[config.mk]
export PLATFORM = sky130hd
export DESIGN_NAME = cryptoveril_decrypt
export DESIGN_NICKNAME = d
export VERILOG_FILES = /design/src/rtl/cryptoveril_decrypt.sv
export SDC_FILE = /design/constraint.sdc
export NUM_CORES = 1
export LEC_CHECK = 0
export CAP_MARGIN = 20
export CELL_PAD_IN_SITES_DETAIL_PLACEMENT = 2
export CELL_PAD_IN_SITES_GLOBAL_PLACEMENT = 2
export CORE_MARGIN = 2
export CORE_UTILIZATION = 37
export DETAILED_ROUTE_END_ITERATION = 10
export PLACE_DENSITY = 0.9
export SETUP_SLACK_MARGIN = 0.5
export SLEW_MARGIN = 20
export SYNTH_ARGS = -nofsm -noshare
export SYNTH_HDL_FRONTEND = slang
export SYNTH_SLANG_ARGS = --single-unit
[constraint.sdc]
create_clock -name clk -period 4.6 [get_ports clk]
set_clock_uncertainty 0.05 [all_clocks]
set_input_delay 1.38 -clock clk [delete_from_list [all_inputs] [get_ports clk]]
set_output_delay 1.38 -clock clk [all_outputs]
set_load 0.02 [all_outputs]
[src/rtl/cryptoveril_decrypt.sv]
// Iterative decryptor: undoes ROUNDS rotate/xor rounds of the cryptoveril cipher.
// Optional even-parity check on the ciphertext when CRYPTOVERIL_DEC_PARITY_EN is defined.
module cryptoveril_decrypt #(
  parameter int unsigned ROUNDS = 4
) (
  input  logic        clk,
  input  logic        rst,
  input  logic        in_valid,
  output logic        in_ready,
  input  logic [15:0] in_data,
  input  logic [4:0]  key_bits,
`ifdef CRYPTOVERIL_DEC_PARITY_EN
  input  logic        in_parity,
  output logic        out_parity_err,
`endif
  output logic        out_valid,
  input  logic        out_ready,
  output logic [15:0] out_data,
  output logic        busy
);

  localparam int unsigned CW = (ROUNDS > 1) ? $clog2(ROUNDS) : 1;

  localparam logic [1:0] StIdle = 2'd0;
  localparam logic [1:0] StRun  = 2'd1;
  localparam logic [1:0] StDone = 2'd2;

  logic [1:0]    state_q, state_d;
  logic [CW-1:0] cnt_q, cnt_d;
  logic [15:0]   data_q, data_d;
  logic [15:0]   out_q, out_d;
  logic [4:0]    key_q, key_d;
  logic          perr_q, perr_d;

  logic [15:0] rk, x, dec;
  logic [3:0]  sh;
  logic [31:0] dbl;

  // One decrypt round for the current counter value.
  always_comb begin
    rk  = {key_q, key_q, key_q, key_q[4]} ^ (16'(cnt_q) * 16'h1111);
    sh  = key_q[3:0] + 4'(cnt_q);
    x   = data_q ^ rk;
    dbl = {x, x} >> sh;
    dec = dbl[15:0];
  end

  always_comb begin
    state_d = state_q;
    cnt_d   = cnt_q;
    data_d  = data_q;
    out_d   = out_q;
    key_d   = key_q;
    perr_d  = perr_q;
    case (state_q)
      StIdle: begin
        if (in_valid) begin
          data_d  = in_data;
          key_d   = key_bits;
          cnt_d   = CW'(ROUNDS - 1);
          state_d = StRun;
`ifdef CRYPTOVERIL_DEC_PARITY_EN
          perr_d  = in_parity != ^in_data;
`else
          perr_d  = 1'b0;
`endif
        end
      end
      StRun: begin
        data_d = dec;
        if (cnt_q == '0) begin
          out_d   = dec;
          state_d = StDone;
        end else begin
          cnt_d = cnt_q - 1'b1;
        end
      end
      StDone: begin
        if (out_ready) state_d = StIdle;
      end
      default: state_d = StIdle;
    endcase
  end

  always_ff @(posedge clk or negedge rst) begin
    if (!rst) begin
      state_q <= StIdle;
      cnt_q   <= '0;
      data_q  <= '0;
      out_q   <= '0;
      key_q   <= '0;
      perr_q  <= 1'b0;
    end else begin
      state_q <= state_d;
      cnt_q   <= cnt_d;
      data_q  <= data_d;
      out_q   <= out_d;
      key_q   <= key_d;
      perr_q  <= perr_d;
    end
  end

  assign in_ready  = state_q == StIdle;
  assign out_valid = state_q == StDone;
  assign busy      = state_q != StIdle;
  // Separate output register so out_data holds between results while data_q iterates.
  assign out_data  = out_q;
`ifdef CRYPTOVERIL_DEC_PARITY_EN
  assign out_parity_err = out_valid & perr_q;
`endif

endmodule

# Word-level counts from Yosys, hierarchy flattened
# Index checks and enable logic that the tools add are counted.
# W data, S select, Z words.
[totals]
input_bits = 25
regBits = 41
elab_cells = 35
[op_classes]
shift = 1
eq_ne = 6
n_mux = 9
multipliers = 1
n_reduce_logical = 9
bitwise = 2
n_addsub = 2
[ops]
columns = ["operator", "n"]
rows = [
  ["$pmux W16 S2", 1],
  ["$shr A32 B4 Y16", 1],
  ["$mux W16", 1],
  ["$xor A16 B15 Y16", 1],
  ["$xor A16 B16 Y16", 1],
  ["$mul A2 B13 Y15 const B", 1],
  ["$mux W2", 5],
  ["$ne A2 B2 Y1 const B", 3],
  ["$pmux W2 S3", 1],
  ["$reduce_and A2 Y1", 3],
  ["$reduce_and A3 Y1", 2],
  ["$add A4 B2 Y4", 1],
  ["$logic_not A2 Y1", 2],
  ["$pmux W2 S2", 1],
  ["$reduce_bool A2 Y1", 2],
  ["$eq A2 B1 Y1 const B", 1],
  ["$eq A2 B2 Y1 const B", 1],
  ["$ne A2 B1 Y1 const B", 1],
  ["$sub A2 B1 Y2 const B", 1],
]

# Logic depth before layout (Yosys ltp)
# Gate-level depths: netlist of run 1.
[depth]
word_depth = 5
ltp_mapped = 10
depth_no_buf = 9

# Worst setup path after synthesis of run 1
# OpenSTA, ideal clock, no wires.
[synth_path]
kind = "register -> register"
from = "reg key_q[0]"
to = "reg out_q[6] (netlist: out_data[6])"
setup_time_ps = 125
stages_incl_launch_ff = 9
path_buffers = 1
synth_period_minus_slack_ps = 2557
path_slack_ps = 2043
arrival_ps = 2382
path_cell_list = "dfrtp_1 ha_1 inv_1 fa_1 buf_1 mux2_2 mux2i_1 mux2i_1 mux2_2"
[synth_via]
elab_chain_len = 3
elab_cells_between_ends = 4
[synth_lines]
columns = ["item", "line", "rtl"]
rows = [
  ["start: declaration", "32", "logic [4:0] key_q, key_d;"],
  ["start signal: assignment", "98", "key_q <= key_d;"],
  ["parallel branches: the longest is 2 deep, another holds $add A4 B2 Y4", "n/a", ""],
  ["$shr A32 B4 Y16 *", "44", "dbl = {x, x} >> sh;"],
  ["end signal: assignment", "97", "out_q <= out_d;"],
  ["end: declaration", "31", "logic [15:0] out_q, out_d;"],
]
# Mark *: on every way between the ends.
# A chain may end at the register's enable or synchronous reset.

# Final worst setup path of run 1
[layout_path]
from = "reg cnt_q[1]"
to = "reg out_q[7] (netlist: out_data[7])"
[layout_via]
elab_chain_len = 4
elab_cells_between_ends = 7
[layout_lines]
columns = ["item", "line", "rtl"]
rows = [
  ["start: declaration", "29", "logic [CW-1:0] cnt_q, cnt_d;"],
  ["start signal: assignment", "95", "cnt_q <= cnt_d;"],
  ["$mul A2 B13 Y15", "41", "rk = {key_q, key_q, key_q, key_q[4]} ^ (16'(cnt_q) * 16'h1111);"],
  ["$xor A16 B15 Y16", "41", ""],
  ["$xor A16 B16 Y16", "43", "x = data_q ^ rk;"],
  ["$shr A32 B4 Y16", "44", ""],
]
# Several ways; a longest one is shown, not always the timed one.

==> results of run 1 <==
==> worst reg2reg max path, cell delays in order, from the launching register on <==
cell and delay [ns]:
dfrtp_1 0.64, inv_1 0.16, fa_1 0.57, xor2_2 0.73, nand2_1 0.13, a31o_2 0.31
a31oi_1 0.41, mux2i_1 0.18, o21ai_0 0.22
==> Yosys cell counts (all sizes together) (4+ instances only) <==
master	count
nand2	52
dfrtp	41
o21ai	28
mux2i	20
nor2	18
clkbuf	14
a21oi	13
mux2	13
buf	11
a22oi	10
o211ai	10
xor2	9
inv	7
and3	6
nand2b	6
xnor2	6
xnor3	5
xor3	5
a211oi	4
mux4	4
nand3	4
o22ai	4
==> per-stage QoR <==
stage | worst slack (ns) | hold WS [ns]
after floorplan | 2.04 | 0.434
after global placement | 1.24 | 0.418
after detailed placement | 1.14 | 0.436
after CTS | 1.13 | 0.458
after global routing | 0.791 | 0.492
final | 1.10 | 0.453
==> cell type report <==
cell class | instances | area share
Clock inverter | 2 | 0.0109
Inverter | 8 | 0.00842
Clock buffer | 6 | 0.0204
Timing Repair Buffer | 45 | 0.124
Tap cell | 105 | 0.0368
Multi-Input combinational cell | 245 | 0.512
Sequential cell | 41 | 0.288
==> logic make-up (layout without fill, tap and decap cells) <==
group / after synthesis / after routing / share of synthesized area
and+or+nand+nor: 98 / 98 / 0.141
AOI/OAI and AO/OA: 81 / 81 / 0.170
DFF: 41 / 41 / 0.338
muxes: 37 / 37 / 0.148
buffers and inverters: 33 / 61 / 0.0606
xor gates and xnor gates: 25 / 25 / 0.124
adders and majority gates: 4 / 4 / 0.0190
==> how the worst max path moves through the flow <==
stage / from / to / slack [ns] / depth (start not counted)
after floorplan: key_q[0] / out_data[6] / 2.04 / 8
after detailed placement: in_valid / data_q[11] / 1.14 / 6
final: cnt_q[1] / out_data[7] / 1.10 / 8
after global placement: in_valid / data_q[11] / 1.24 / 6
after global routing: cnt_q[0] / data_q[15] / 0.79 / 9
after CTS: cnt_q[1] / out_data[15] / 1.13 / 8
==> metal layers <==
metal	GRT usage	up-vias	routed length, µm
met5	0	-	0
met4	0.0568	0	141
met3	0.0503	12	388
met2	0.409	57	4890
met1	0.316	1300	4540
li1	-	1183	-
==> state kept, by name, summed over array words and instances, names as in the netlist <==
| register | flops |
|---|---|
| cnt_q | 2 |
| data_q | 16 |
| key_q | 5 |
| out_data | 16 |
| state_q | 2 |
==> flow_summary.ini, run 1 <==
[status]
status = completed

[timing]
grt_setup_unrepaired = false
fin_crit_sh = 0.761
setup_viol = 0
final.setup.tns_ns = 0
fmax_mhz = 286
finalHoldViolCount = 0
worstMarginPinSlew_ns = 0.998
period_needed_ns = 3.50
slew_viol_final = 0
slew_headroom = 0.334

[die]
io_pins = 44
fp.dieH_um = 94.6
die_area_mm2 = 0.00895
die_x_um = 94.6
initial_core_util = 0.375
core_area_mm2 = 0.00809
core.rowCount = 33

[clocking]
postCtsHoldBufs = 0
cts_tree = built
clock-root-buffer = clkbuf_8
ctsResizeCount = 0
cts_max_path_buffers = 2
h-tree-depth = 2
cts.sinks = 41
clock_latency_ns = 0.32
clk_pin_slew_worst_paths_ns = 0.10
post_cts_buffers = 0
cts-buffers-inserted = 5

[synthesis]
yosysSeqAreaShare = 0.338
syn-cell-area_mm2 = 0.00304
yosysUniqueCellTypes = 52
postSynth.asyncResetShare = 1.00
synth_edf_count = 0
synth_top_cell_area_share = 0.338
yosysWarningCount = 0
syn_inst = 319
ys_seq_elements = 41
syn_nets = 348
synth.largest_area_cell = dfrtp_1
synth.area.top_cells = dfrtp_1 34%, mux2i_1 6.6%, nand2_1 6.4%
synth-main-ff-cell = dfrtp_1
avgSynthCellArea_um2 = 9.52

[critical_path]
cp_slowest_cell = xor2_2
cp.arrival_ns = 3.67
cpPeakStageDelay_ns = 0.73
path_buf_inv = 1
setup.worst_path.class = reg2reg
cpLargestDelayFamily = compound AO/OA/AOI/OAI gates
critPathLaunchType = flop
cp-end-kind = flop
critPathRequiredTime_ns = 4.77
reg2reg_slack_ns = 1.10
rr_endpoint = out_data[7]
timing.rr.start = cnt_q[1]
crit_chain = inv_1 > fa_1 > xor2_2 > nand2_1 > a31o_2 > a31oi_1 > mux2i_1 > o21ai_0
crit_fanout = 17
worstRegToRegCells = 8

[cells_and_area]
post-route-util = 0.441
fin_cells = 452
fin_nets = 375
multi_input_area_mm2 = 0.00183
n_antenna_cell = 0
area_growth_pct = 17.4
drive_gt1_frac = 0.110
nFillCells = 891
final_common_cell = nand2_1
register_area_mm2 = 0.00103
mostFrequentLayoutCells = 52 x nand2_1, 42 x clkdlybuf4s50_1, 41 x dfrtp_1
design_area_mm2 = 0.00357

[worst_hold_path]
hold_end = out_data[8]
hold_class = reg2reg
hold_start = out_data[8]
hold_depth = 2

[place]
port_buffers = 43
place.gp.congestion = 0.941
dpl.cell_count = 444
hpwl_mm = 7.34
place_area_mm2 = 0.00345

[grt]
grt_start_max_net_pins = 42
grt_antenna_before_repair = 0
grt_pass1_vias = 2823
overflow = 0
track_usage = 0.241
grt_pass1_wl_mm = 16.0

[detailed_routing]
ant_nets = 0
wl_per_cell_um = 22.0
drt_iter0_markers = 108
via_count = 2552
firstDrtPassIters = 4
drcViolationCount = 0
viasPerCell = 5.65
wl_mm = 9.96

[run]
maxCapViolCount = 0
Power of run 1 is not shown: default switching activity piles up to over one toggle a cycle in this logic, so the estimate is an artifact.
==> run 2: changes to the inputs <==
--- a/config.mk
+++ b/config.mk
@@ -9,9 +9,9 @@
 export CELL_PAD_IN_SITES_DETAIL_PLACEMENT = 2
 export CELL_PAD_IN_SITES_GLOBAL_PLACEMENT = 2
 export CORE_MARGIN = 2
-export CORE_UTILIZATION = 37
+export CORE_UTILIZATION = 31
 export DETAILED_ROUTE_END_ITERATION = 10
-export PLACE_DENSITY = 0.9
+export PLACE_DENSITY = 0.81
 export SETUP_SLACK_MARGIN = 0.5
 export SLEW_MARGIN = 20
 export SYNTH_ARGS = -nofsm -noshare
==> constraint.sdc (replaced) <==
create_clock -name clk -period 3.1 [get_ports clk]
set_clock_uncertainty 0.05 [all_clocks]
set_input_delay 0.93 -clock clk [delete_from_list [all_inputs] [get_ports clk]]
set_output_delay 0.93 -clock clk [all_outputs]
set_load 0.02 [all_outputs]
==> run 2 against run 1 <==
Non-clock buffer count increased by 25. Sequential share of layout area fell by 2.9 points. Register-to-register slack got worse by 0.61 ns. Via count is 7.1% higher. Utilization decreased by 2.9 points. Global-route usage down 2.8 points. Maximum frequency is 34% higher. Hold slack lost 0.0070 ns. Critical path type unchanged. Highest routed layer unchanged.
==> flow_summary.ini, run 2 (same netlist as run 1, synthesis figures left out) <==
[status]
status = completed

[timing]
fmax_mhz = 384
fin_crit_sh = 0.841
final.setup.tns_ns = 0
slew_headroom = 0.286
grt_setup_unrepaired = true
worstMarginPinSlew_ns = 1.07
slew_viol_final = 0
period_needed_ns = 2.61
finalHoldViolCount = 0
setup_viol = 0

[cells_and_area]
drive_gt1_frac = 0.250
final_common_cell = nand2_1
n_antenna_cell = 0
area_growth_pct = 30.7
fin_nets = 400
mostFrequentLayoutCells = 52 x nand2_1, 41 x clkdlybuf4s50_1, 39 x dfrtp_1
nFillCells = 1043

[die]
core.rowCount = 36
die_area_mm2 = 0.0106
core_area_mm2 = 0.00964
fp.dieH_um = 103
initial_core_util = 0.315
io_pins = 44
die_x_um = 103

[detailed_routing]
wl_mm = 11.2
via_count = 2732
highest_layer = met4
ant_nets = 0
drcViolationCount = 0
drt_iter0_markers = 135
viasPerCell = 5.41
wl_met2_mm = 5.72
wl_met3_um = 260
wl_met1_mm = 5.07
wl_per_cell_um = 22.2
firstDrtPassIters = 4

[clocking]
cts_max_path_buffers = 2
clock_latency_ns = 0.32
h-tree-depth = 2
cts_tree = built
clk_pin_slew_worst_paths_ns = 0.10
postCtsHoldBufs = 0
clock-root-buffer = clkbuf_8
cts-buffers-inserted = 5
cts.sinks = 41

[critical_path]
cp.arrival_ns = 2.76
critPathRequiredTime_ns = 3.26
setup.worst_path.class = reg2reg
cp-end-kind = flop
crit_fanout = 8
critPathLaunchType = flop

[grt]
grt_antenna_before_repair = 0
grt_start_max_net_pins = 29
track_usage = 0.213
overflow = 0
grt_pass1_vias = 2897
grt_pass1_wl_mm = 16.8

[place]
hpwl_mm = 7.78
place.gp.congestion = 0.926
port_buffers = 43

[run]
maxCapViolCount = 0

[worst_hold_path]
hold_class = reg2reg
==> run 2: path summary, 6_finish.rpt <==
path | startpoint | cells after the start | slack [ns] | endpoint
hold / removal | out_data[8] | 2 | 0.45 | out_data[8]
hold reg to reg | out_data[8] | 2 | 0.45 | out_data[8]
setup / recovery | cnt_q[0] | 8 | 0.49 | out_data[6]
setup reg to reg | cnt_q[0] | 8 | 0.49 | out_data[6]
min in group asynchronous | rst | 1 | 0.46 | key_q[4]
max in group asynchronous | rst | 2 | 1.84 | state_q[1]
==> run 2: timing repair <==
item | in CTS | in global routing
setup endpoints to repair | 32 | 28
pin swaps | 3 | 8
resized for setup | 16 | 34
buffers inserted | 7 | 5
==> run 2: worst max-delay path, stage by stage (launching register included) <==
cell and delay [ns]:
dfrtp_1 0.38, ha_2 0.21, inv_2 0.06, fa_2 0.70, buf_6 0.15, mux2_4 0.31, mux2i_1 0.19, mux2i_2 0.16
mux2_2 0.29
==> run 2: routing by layer <==
metal / track usage / vias up
met5: 0 / -
met4: 0.0476 / 0
met3: 0.0224 / 12
met2: 0.362 / 54
met1: 0.295 / 1430
li1: - / 1236
==> run 2: final cells by class <==
| type | instances | area (µm²) | share of cell area |
|---|---|---|---|
| clock buffer | 5 | 68.8 | 0.0173 |
| clock inverter | 3 | 25.0 | 0.00631 |
| inverter | 8 | 33.8 | 0.00851 |
| multi-input combinational | 245 | 2000 | 0.504 |
| sequential | 41 | 1030 | 0.259 |
| tap | 133 | 166 | 0.0419 |
| timing repair buffer | 70 | 647 | 0.163 |
==> run 2: per-stage QoR <==
stage | util | area [µm²] | hold WS, ns | instances | setup WS [ns]
3_5_place_dp | 0.373 | 3600 | 0.426 | 485 | 0.0961
6_report | 0.412 | 3970 | 0.446 | 505 | 0.493
3_3_place_gp | 0.373 | 3600 | 0.421 | 485 | 0.313
5_1_grt | 0.412 | 3970 | 0.482 | 505 | 0.376
2_1_floorplan | - | 3040 | 0.434 | 319 | 0.543
4_1_cts | 0.395 | 3810 | 0.452 | 500 | 0.495
Power of run 2 is left out for the same reason.
==> run 3: changes to the inputs <==
--- a/config.mk
+++ b/config.mk
@@ -9,9 +9,9 @@
 export CELL_PAD_IN_SITES_DETAIL_PLACEMENT = 2
 export CELL_PAD_IN_SITES_GLOBAL_PLACEMENT = 2
 export CORE_MARGIN = 2
-export CORE_UTILIZATION = 31
+export CORE_UTILIZATION = 34
 export DETAILED_ROUTE_END_ITERATION = 10
-export PLACE_DENSITY = 0.81
+export PLACE_DENSITY = 0.84
 export SETUP_SLACK_MARGIN = 0.5
 export SLEW_MARGIN = 20
 export SYNTH_ARGS = -nofsm -noshare
==> constraint.sdc (replaced) <==
create_clock -name clk -period 2.4 [get_ports clk]
set_clock_uncertainty 0.05 [all_clocks]
set_input_delay 0.72 -clock clk [delete_from_list [all_inputs] [get_ports clk]]
set_output_delay 0.72 -clock clk [all_outputs]
set_load 0.02 [all_outputs]
==> run 3 against run 2 <==
Non-clock buffer count is 34 higher. The flow now finishes with violations (negative setup slack). Register-to-register slack lost 0.90 ns. Sequential cell count unchanged. Critical path type unchanged. Design area grew 13%. Routed wire length grew 53%. First-iteration DRC count grew 81%. Die area fell by 8.5%. Critical endpoint is now data_q[1]. Utilization up 11 points. Cell count is 1.8% higher. Worst setup slack worse by 0.90 ns.
==> flow_summary.ini, run 3 (same netlist as run 1, synthesis figures left out) <==
[status]
status = finished, violations left
violations = negative setup slack

[die]
initial_core_util = 0.350
io_pins = 44
die_x_um = 98.5
core.rowCount = 34
die_area_mm2 = 0.00970
fp.dieH_um = 98.5
core_area_mm2 = 0.00868

[critical_path]
critPathRequiredTime_ns = 2.59
timing.rr.start = cnt_q[0]
cp-end-kind = flop
crit_path_frequent_cell = buf_4
crit_fanout = 5
cpLargestDelayFamily = buffers and inverters
reg2reg_slack_ns = -0.40
cpPeakStageDelay_ns = 0.43
rr_endpoint = data_q[1]
path_buf_inv = 4
worstRegToRegCells = 11
cp_slowest_cell = fa_2
critPathLaunchType = flop
cp.arrival_ns = 2.99
setup.worst_path.class = reg2reg
crit_chain = ha_2 > inv_2 > fa_2 > buf_4 > xnor2_4 > buf_4 > a211oi_2 > nor2_1 > o21ai_0 > buf_4 > o211ai_1

[clocking]
cts_tree = built
h-tree-depth = 2
clock_latency_ns = 0.34
clk_pin_slew_worst_paths_ns = 0.11
cts-buffers-inserted = 5
clock-root-buffer = clkbuf_8
cts_max_path_buffers = 2
cts.sinks = 41
postCtsHoldBufs = 0

[detailed_routing]
viasPerCell = 6.22
drt_iter0_markers = 244
firstDrtPassIters = 5
ant_nets = 0
wl_per_cell_um = 33.4
via_count = 3199
drcViolationCount = 0
wl_mm = 17.2

[cells_and_area]
post-route-util = 0.519
area_growth_pct = 48.3
mostFrequentLayoutCells = 51 x buf_4, 50 x nand2_1, 41 x dfrtp_1
n_antenna_cell = 0
fin_nets = 434
final_common_cell = buf_4
register_area_mm2 = 0.00103
multi_input_area_mm2 = 0.00229
drive_gt1_frac = 0.404
nFillCells = 867

[timing]
worstMarginPinSlew_ns = 1.13
final.setup.tns_ns = -8.29
slew_viol_final = 0
grt_setup_unrepaired = true
slew_headroom = 0.246
fmax_mhz = 357
layout_setup_ws_ns = -0.404
setup_viol = 32
fin_crit_sh = 1.17
finalHoldViolCount = 0
period_needed_ns = 2.80

[place]
hpwl_mm = 8.47
port_buffers = 43
pre_cts_ws_ns = -0.232
place.gp.congestion = 0.852

[grt]
grt_pass1_vias = 3436
grt_pass1_wl_mm = 21.2
overflow = 0
track_usage = 0.293
grt_antenna_before_repair = 0
grt_start_max_net_pins = 42

[run]
maxCapViolCount = 0

[worst_hold_path]
hold_class = in2async
[run 3: repair_timing]
item                       4_1_cts  5_1_grt
pin swaps                       10        3
gates resized for setup         91       59
setup endpoints to repair       51       37
cloned                           1        0
setup buffers                    8       14
[run 3: worst max-delay path by stage]
stage	from	cells after the start	end	slack, ns
after floorplan	key_q[0]	9	out_data[5]	-0.03
after global placement	cnt_q[0]	11	data_q[9]	-0.1
after detailed placement	cnt_q[0]	11	data_q[5]	-0.23
after CTS	cnt_q[0]	9	data_q[13]	-0.14
after global routing	key_q[0]	11	data_q[15]	-0.42
final	cnt_q[0]	11	data_q[1]	-0.40
[run 3: metrics by stage]
stage          std cells  instance area (µm²)  hold WS [ns]
2_1_floorplan        319                 3050         0.374
3_3_place_gp         483                 3750         0.420
5_1_grt              514                 4500         0.441
3_5_place_dp         483                 3750         0.431
6_report             514                 4500         0.383
4_1_cts              500                 4140         0.452
[run 3: layer usage]
layer / vias up / share of wire / GRT usage
met5: - / 0 / 0
li1: 1300 / - / -
met3: 62 / 0.065 / 0.0532
met2: 201 / 0.49 / 0.498
met1: 1636 / 0.39 / 0.359
met4: 0 / 0.050 / 0.144
[run 3: area by class of cell]
class                           count  share of cell area
Multi-Input combinational cell    245               0.509
Sequential cell                    41               0.228
Timing Repair Buffer              104               0.206
Tap cell                          108              0.0300
Clock buffer                        5              0.0153
Inverter                            8             0.00667
Clock inverter                      3             0.00472
Power of run 3 is left out for the same reason.
